**src/rtl/wb_arb2_pkg.sv**
```systemverilog
// Shared state encoding, default widths and grant helper for the two-master Wishbone arbiter.
package wb_arb2_pkg;

  localparam int unsigned DEF_ADDR_W = 12;
  localparam int unsigned DEF_DATA_W = 32;

  typedef enum logic [1:0] {
    ST_IDLE = 2'd0,
    ST_GNT0 = 2'd1,
    ST_GNT1 = 2'd2
  } state_t;

  function automatic logic [1:0] gnt_onehot(input state_t s);
    case (s)
      ST_GNT0: return 2'b01;
      ST_GNT1: return 2'b10;
      default: return 2'b00;
    endcase
  endfunction

endpackage

```
**src/rtl/wb_arb2_wdog.sv**
```systemverilog
// Stall watchdog: counts strobe cycles without ack and flags expiry at TIMEOUT.
module wb_arb2_wdog #(
  parameter int unsigned TIMEOUT = 256
) (
  input  logic wb_clk_i,
  input  logic wb_rst_i,
  input  logic i_clr,
  input  logic i_inc,
  output logic o_expire_c
);

  localparam int unsigned CNT_W = $clog2(TIMEOUT + 1);

  logic [CNT_W-1:0] r_cnt;

  assign o_expire_c = i_inc && !i_clr && (r_cnt == CNT_W'(TIMEOUT - 1));

  always_ff @(posedge wb_clk_i or posedge wb_rst_i) begin
    if (wb_rst_i) begin
      r_cnt <= '0;
    end else if (i_clr || o_expire_c) begin
      r_cnt <= '0;
    end else if (i_inc) begin
      r_cnt <= r_cnt + CNT_W'(1);
    end
  end

endmodule

```
**src/rtl/wb_arb2.sv**
```systemverilog
// Two-master round-robin Wishbone arbiter onto one shared slave, no preemption.
// Optional stall watchdog selected by WB_ARB2_TIMEOUT_EN.
module wb_arb2
  import wb_arb2_pkg::*;
#(
  parameter int unsigned ADDR_W  = DEF_ADDR_W,
  parameter int unsigned DATA_W  = DEF_DATA_W,
  parameter int unsigned TIMEOUT = 256
) (
  input  logic                wb_clk_i,
  input  logic                wb_rst_i,
  input  logic [ADDR_W-1:0]   m0_adr_i,
  input  logic [DATA_W-1:0]   m0_dat_i,
  output logic [DATA_W-1:0]   m0_dat_o,
  input  logic                m0_we_i,
  input  logic                m0_stb_i,
  input  logic                m0_cyc_i,
  input  logic [DATA_W/8-1:0] m0_sel_i,
  output logic                m0_ack_o,
  input  logic [ADDR_W-1:0]   m1_adr_i,
  input  logic [DATA_W-1:0]   m1_dat_i,
  output logic [DATA_W-1:0]   m1_dat_o,
  input  logic                m1_we_i,
  input  logic                m1_stb_i,
  input  logic                m1_cyc_i,
  input  logic [DATA_W/8-1:0] m1_sel_i,
  output logic                m1_ack_o,
  output logic [ADDR_W-1:0]   wb_adr_o,
  output logic [DATA_W-1:0]   wb_dat_o,
  output logic                wb_we_o,
  output logic [DATA_W/8-1:0] wb_sel_o,
  output logic                wb_stb_o,
  output logic                wb_cyc_o,
  input  logic [DATA_W-1:0]   wb_dat_i,
  input  logic                wb_ack_i,
`ifdef WB_ARB2_TIMEOUT_EN
  output logic                arb_timeout_o,
`endif
  output logic [1:0]          arb_gnt_o
);

  state_t     r_state;
  state_t     w_state_nxt;
  logic       r_last;
  logic [1:0] r_gnt;
  logic       w_req0;
  logic       w_req1;
  logic       w_expire;

  // State register; grant and last-granted index follow the next state.
  always_ff @(posedge wb_clk_i or posedge wb_rst_i) begin
    if (wb_rst_i) begin
      r_state <= ST_IDLE;
      r_last  <= 1'b1;
      r_gnt   <= 2'b00;
    end else begin
      r_state <= w_state_nxt;
      r_gnt   <= gnt_onehot(w_state_nxt);
      if (w_state_nxt == ST_GNT0) begin
        r_last <= 1'b0;
      end else if (w_state_nxt == ST_GNT1) begin
        r_last <= 1'b1;
      end
    end
  end

  // Next state: contention goes to the master not granted last.
  always_comb begin
    w_state_nxt = r_state;
    case (r_state)
      ST_IDLE: begin
        if (w_req0 && w_req1) begin
          w_state_nxt = r_last ? ST_GNT0 : ST_GNT1;
        end else if (w_req0) begin
          w_state_nxt = ST_GNT0;
        end else if (w_req1) begin
          w_state_nxt = ST_GNT1;
        end
      end
      ST_GNT0: if (!m0_cyc_i || w_expire) w_state_nxt = ST_IDLE;
      ST_GNT1: if (!m1_cyc_i || w_expire) w_state_nxt = ST_IDLE;
      default: w_state_nxt = ST_IDLE;
    endcase
  end

  // Slave-side mux and ack steering; everything quiet while idle.
  always_comb begin
    wb_adr_o = '0;
    wb_dat_o = '0;
    wb_we_o  = 1'b0;
    wb_sel_o = '0;
    wb_stb_o = 1'b0;
    wb_cyc_o = 1'b0;
    m0_ack_o = 1'b0;
    m1_ack_o = 1'b0;
    case (r_state)
      ST_GNT0: begin
        wb_adr_o = m0_adr_i;
        wb_dat_o = m0_dat_i;
        wb_we_o  = m0_we_i;
        wb_sel_o = m0_sel_i;
        wb_stb_o = m0_stb_i;
        wb_cyc_o = m0_cyc_i;
        m0_ack_o = wb_ack_i;
      end
      ST_GNT1: begin
        wb_adr_o = m1_adr_i;
        wb_dat_o = m1_dat_i;
        wb_we_o  = m1_we_i;
        wb_sel_o = m1_sel_i;
        wb_stb_o = m1_stb_i;
        wb_cyc_o = m1_cyc_i;
        m1_ack_o = wb_ack_i;
      end
      default: ;
    endcase
  end

  assign m0_dat_o  = wb_dat_i;
  assign m1_dat_o  = wb_dat_i;
  assign arb_gnt_o = r_gnt;

`ifdef WB_ARB2_TIMEOUT_EN
  logic w_wd_clr;
  logic w_wd_inc;
  logic r_blk0;
  logic r_blk1;
  logic r_timeout;

  assign w_wd_clr = ((r_state == ST_IDLE) && (w_state_nxt != ST_IDLE)) || wb_ack_i;
  assign w_wd_inc = wb_stb_o && !wb_ack_i;

  wb_arb2_wdog #(
    .TIMEOUT(TIMEOUT)
  ) u_wdog (
    .wb_clk_i  (wb_clk_i),
    .wb_rst_i  (wb_rst_i),
    .i_clr     (w_wd_clr),
    .i_inc     (w_wd_inc),
    .o_expire_c(w_expire)
  );

  // A timed-out master stays locked out until it lets go of cyc.
  always_ff @(posedge wb_clk_i or posedge wb_rst_i) begin
    if (wb_rst_i) begin
      r_blk0    <= 1'b0;
      r_blk1    <= 1'b0;
      r_timeout <= 1'b0;
    end else begin
      r_timeout <= w_expire;
      if (w_expire && (r_state == ST_GNT0)) begin
        r_blk0 <= 1'b1;
      end else if (!m0_cyc_i) begin
        r_blk0 <= 1'b0;
      end
      if (w_expire && (r_state == ST_GNT1)) begin
        r_blk1 <= 1'b1;
      end else if (!m1_cyc_i) begin
        r_blk1 <= 1'b0;
      end
    end
  end

  assign w_req0        = m0_cyc_i && !r_blk0;
  assign w_req1        = m1_cyc_i && !r_blk1;
  assign arb_timeout_o = r_timeout;
`else
  logic [31:0] w_unused_timeout;

  assign w_unused_timeout = 32'(TIMEOUT);
  assign w_expire         = 1'b0;
  assign w_req0           = m0_cyc_i;
  assign w_req1           = m1_cyc_i;
`endif

endmodule
```
**config.mk**
```make
export PLATFORM = sky130hd
export DESIGN_NAME = wb_arb2
export DESIGN_NICKNAME = d
export VERILOG_FILES = /design/src/rtl/wb_arb2_pkg.sv /design/src/rtl/wb_arb2_wdog.sv /design/src/rtl/wb_arb2.sv
export SDC_FILE = /design/constraint.sdc
export NUM_CORES = 1
export LEC_CHECK = 0
export BUFFER_PORTS_ARGS = -buffer_cell sky130_fd_sc_hd__buf_4
export CORE_AREA = 2 2 99 101
export DETAILED_ROUTE_END_ITERATION = 10
export DIE_AREA = 0 0 101 103
export PLACE_DENSITY = 0.55
export SYNTH_ARGS = -nofsm -noshare
export SYNTH_HDL_FRONTEND = slang
export SYNTH_SLANG_ARGS = --single-unit
```
**constraint.sdc**
```tcl
create_clock -name wb_clk_i -period 1.6 [get_ports wb_clk_i]
set_input_delay 0.16 -clock wb_clk_i [delete_from_list [all_inputs] [get_ports wb_clk_i]]
set_output_delay 0.16 -clock wb_clk_i [all_outputs]
set_load 0.02 [all_outputs]
```
**Word level (Yosys, flattened, before mapping)**

Cells that the tools add are included.

- Logic and storage cells: 28
- Input port bits: 137
- Flip-flop bits (word level): 5

- Eq/ne operators: 4
- Reductions and logical operators: 3
- Muxes and demuxes: 18

Operators with widths:

| cell | number |
|---|---|
| $pmux W32 S2 | 1 |
| $pmux W12 S2 | 1 |
| $mux W2 | 6 |
| $pmux W4 S2 | 1 |
| $pmux W1 S2 | 3 |
| $pmux W2 S3 | 1 |
| $eq A2 B1 Y1 const B | 2 |
| $eq A2 B2 Y1 const B | 2 |
| $mux W1 | 4 |
| $pmux W2 S2 | 1 |
| $logic_not A2 Y1 | 1 |
| $reduce_bool A2 Y1 | 1 |
| $logic_and A1 B1 Y1 | 1 |

**Depth between registers and ports, before layout**

- Depth after elaboration: 7
- Gate-level depth with buffers: 8

**Least setup slack after synthesis**

No wires, ideal clock.

- Path type: reg-to-reg
- Start point: register r_state[0]
- End point: register r_last
- Arrival time: 1,602 ps
- Setup slack: -77 ps
- Path buffers: 1
- Cell stages (with the launch flop): 9
- Setup time: 75 ps
- Clock period less this slack: 1,677 ps
- Cell sequence: dfrtp_1 -> inv_1 -> ha_1 -> buf_6 -> a22o_4 -> nand2_1 -> a21oi_1 -> ha_1 -> mux2i_1

- Elaborated cells on any way between the ends: 13
- Those cells by class: eq/ne (4); mux (7); reduce/logical (2)

RTL lines:

| item | line | text |
|---|---|---|
| start, declared | wb_arb2.sv:42 | `state_t r_state;` |
| start signal, assigned | wb_arb2.sv:57 | `r_state <= w_state_nxt;` |
| $eq A2 B2 Y1, or another cell as far along | wb_arb2.sv:70 | `case (r_state)` |
| $pmux W2 S3 * | wb_arb2.sv:70 |  |
| via w_state_nxt[1] | wb_arb2.sv:43 | `state_t w_state_nxt;` |
| $eq A2 B1 Y1 or $eq A2 B2 Y1 (tied branches) | wb_arb2.sv:59, wb_arb2.sv:61 |  |
| $mux W1 or $reduce_bool A2 Y1 (tied branches) | n/a |  |
| end signal, assigned | wb_arb2.sv:54 | `r_last <= 1'b1;` |
| end signal, assigned | wb_arb2.sv:60 | `r_last <= 1'b0;` |
| end signal, assigned | wb_arb2.sv:62 | `r_last <= 1'b1;` |
| end, declared | wb_arb2.sv:44 | `logic r_last;` |

Mark *: on every way through the listed nets, which the timed path passes. The rest lies on a longest branch.
A chain may end at the register's enable or synchronous reset.

**Worst setup path after layout**

- Start point: register r_state[0]
- End point: output wb_dat_o[26]

- Longest elaborated chain between the ends: 2
- Elaborated cells on any way between the ends: 3
- Those cells by class: eq/ne (2); mux (1)

Ends and longest elaborated chain:

| item | line | text |
|---|---|---|
| $eq A2 B2 Y1 or $eq A2 B1 Y1 (tied branches) | wb_arb2.sv:96 | `case (r_state)` |
| $pmux W32 S2 * | wb_arb2.sv:96 |  |
| end, declared | wb_arb2.sv:29 | `output logic [DATA_W-1:0] wb_dat_o,` |

Every way passes the cells marked *; elsewhere a longest branch is shown, timed or not.

==> qor.yml <==
status:
  status: "finished, violations left"
  violations: "negative setup slack"
die:
  coreArea_um2: 9460
  start_util_pct: 17.2
  ios: 256
  fp.dieW_um: 101
  die-area_um2: 10400
  dieHeight_um: 103
  rows: 36
synth:
  synthesis.nets: 357
  yosysTopAreaCell: "buf_4"
  synth-compound-area-share_pct: 27.5
  syn-instance-count: 213
  synth_xor_xnor_area_share_pct: 0
  synthMuxAreaShare_pct: 0.614
  post-synth-top-area-fraction_pct: 34.1
  syn_area_per_cell_um2: 7.65
  yosys.area_share.adder_pct: 5.38
  yosys_warnings: 0
  synth-simple-area-share_pct: 21.6
  ys_ff_latch: 5
  yosysMostFrequentCell: "buf_4"
  synth-edff-count: 0
  synthArstFlopShare_pct: 100
  syn_area_um2: 1630
  ys_types: 20
  synthTopCellsByArea: "buf_4 34%, a22oi_1 23%, nor2b_1 19%"
  synthTopCellsByCount: "74 x buf_4, 50 x a22oi_1, 50 x nor2b_1"
  synth-seq-area-share_pct: 7.76
  synth_top_family_by_area: "buffers and inverters"
  synth_top_flop_cell: "dfrtp_1"
timing:
  fin_worst_skew_ns: 0.00232
  report.final.setup_viol: 54
  grt_setup_unrepaired: "true"
  setup_ws_ns: -0.121
  hold_viol_final: 0
  setup_tns_ns: -4.29
  tightest_slew_ns: 0.351
  period_share_pct: 108
  slew_violations: 0
  period_needed_ns: 1.72
  fmax_ghz: 0.581
  slew_headroom_pct: 76.6
min_path:
  holdPathStages: 0
  hp-start: "wb_dat_i[14]"
  min_path_type: "input port to primary output"
  min_to: "m0_dat_o[14]"
route:
  dr.pass1.iters: 4
  avgViaCountPerCell: 4.18
  drt_iter0_markers: 48
  postRouteAntennaNets: 0
  drt_wl_total_mm: 7.17
  detail_route.wl_per_cell_um: 16.7
  drc: 0
  vias: 1797
setup_path:
  cp.arrival_ns: 1.56
  crit_path_end_kind: "primary output"
  crit_path_max_fanout: 13
  worst-setup-path-type: "flop to primary output"
  startpoint_type: "flop"
  cp.required_ns: 1.44
  max_stage_delay_ns: 0.44
  rr_endpoint: "r_last"
  rrSetupSlack_ns: -0.11
  r2r-start: "r_state[0]"
  startpoint: "r_state[0]"
  cp_slowest_cell: "dfrtp_2"
  path_cells: "inv_4, ha_4, clkbuf_16, a22oi_1, nor2b_1, buf_4"
  rr_worst_depth: 7
global_routing:
  grt_usage_pct: 11.1
  grt_overflow: 0
  grt_pass1_vias: 1720
  grt_pass1_wl_mm: 9.08
  grt_max_degree: 34
  grt_antenna_before_repair: 0
cells_and_area:
  drive_gt1_share_pct: 70.6
  multi_input_area_um2: 1080
  seqCellArea_um2: 128
  final.fill_count: 1016
  nets: 461
  final_util_pct: 30.8
  antenna_cells: 0
  syn_to_final_growth_pct: 78.6
  fin_cells: 430
clock_network:
  clock_path_buffers: 2
  cts-root-buf: "clkbuf_8"
  clock_sinks: 5
  cts-buffers-inserted: 3
  clk_pin_slew_ns: 0.04
  cts_max_level: 1
  cts_tree: "built"
  clk_latency_ns: 0.22
placed_design:
  portBuffers: 159
  dp_cells: 417
  pre_cts_slack_ns: -0.137
  dp_hpwl_mm: 5.55
  place.gp.congestion: 0.734
power:
  finalPower_mw: 4.74
  power_density_nw_per_um2: 1630
  ir_drop_v: 0.000869
  power_leakage_nw: 1.33
flow_run:
  maxCapViolCount: 0
-- state kept, by name, indices dropped and copies added, names as in the netlist --
register,count
r_last,1
r_state,2
arb_gnt_o,2
-- cell usage in the layout (no fill, tap or decap), types with 2 or more instances in the layout --
| cell | n |
|---|---|
| nor2b_1 | 48 |
| nand2_2 | 2 |
| clkbuf_16 | 3 |
| dfrtp_1 | 3 |
| buf_12 | 4 |
| a21o_1 | 2 |
| a22oi_2 | 22 |
| and2_4 | 2 |
| inv_1 | 2 |
| buf_6 | 9 |
| buf_4 | 163 |
| ha_4 | 4 |
| a22oi_1 | 28 |
| clkbuf_8 | 3 |
| nor2b_2 | 2 |
| ha_1 | 3 |
-- worst max-delay path, delay by kind of cell (launching register included) --
kind                       cells  cell delay (ns)
buffers and inverters          3             0.45
DFF                            1             0.44
AOI/OAI and AO/OA              1             0.09
and+or+nand+nor                1             0.13
adders and majority gates      1             0.23
-- metal layers --
layer | vias up | part of all wire [%] | wire length, um | GRT usage, %
met2 | 105 | 51 | 3660 | 19.1
li1 | 876 | - | - | -
met4 | 0 | 1.4 | 99 | 3.22
met5 | - | 0 | 0 | 0
met1 | 804 | 38 | 2730 | 13.3
met3 | 12 | 9.5 | 680 | 3.59
-- final cells by class --
cell class / instances / area share [%]
Clock buffer: 3 / 1.42
Clock inverter: 1 / 0.172
Inverter: 4 / 0.602
Multi-Input combinational cell: 123 / 37.3
Sequential cell: 5 / 4.39
Tap cell: 114 / 4.90
Timing Repair Buffer: 180 / 51.2
-- where the power goes --
part | internal, mW | switching [mW] | total [mW]
registers | 0.193 | 0.0445 | 0.237
clock network | 0.168 | 0.0675 | 0.235
logic | 2.18 | 2.09 | 4.27
total | 2.54 | 2.21 | 4.74
-- worst max path at each step --
stage,to,slack (ns),depth (start not counted)
floorplan,r_last,-0.04,8
detailed placement,r_last,-0.14,7
finish,wb_dat_o[26],-0.12,6
global route,wb_adr_o[7],-0.20,6
global placement,r_last,-0.06,7
CTS,wb_dat_o[9],-0.13,6
-- kinds of logic (layout without fill, tap and decap cells) --
group,Yosys count,in the layout
AO/OA/AOI/OAI,58,58
buffers and inverters,85,188
flip-flops,5,5
AND/OR/NAND/NOR,57,57
adder cells (fa/ha/maj),7,7
multiplexers,1,1
-- per-stage QoR --
step	cell area [um^2]	hold slack (ns)
floorplan	1640	-0.0622
global placement	2500	0.0761
finish	2910	0.320
global route	2910	0.320
CTS	2720	0.320
detailed placement	2500	0.0844
-- what timing repair did --
action | in CTS | in global routing
gates resized for setup | 28 | 23
hold buffers | 1 | 0
setup endpoints to repair | 54 | 55
cloned | 0 | 3
buffers inserted | 5 | 0
pin swaps | 3 | 8
endpoints found under the hold margin | 4 | 0
Note: power is estimated with default switching activity, not from simulation.
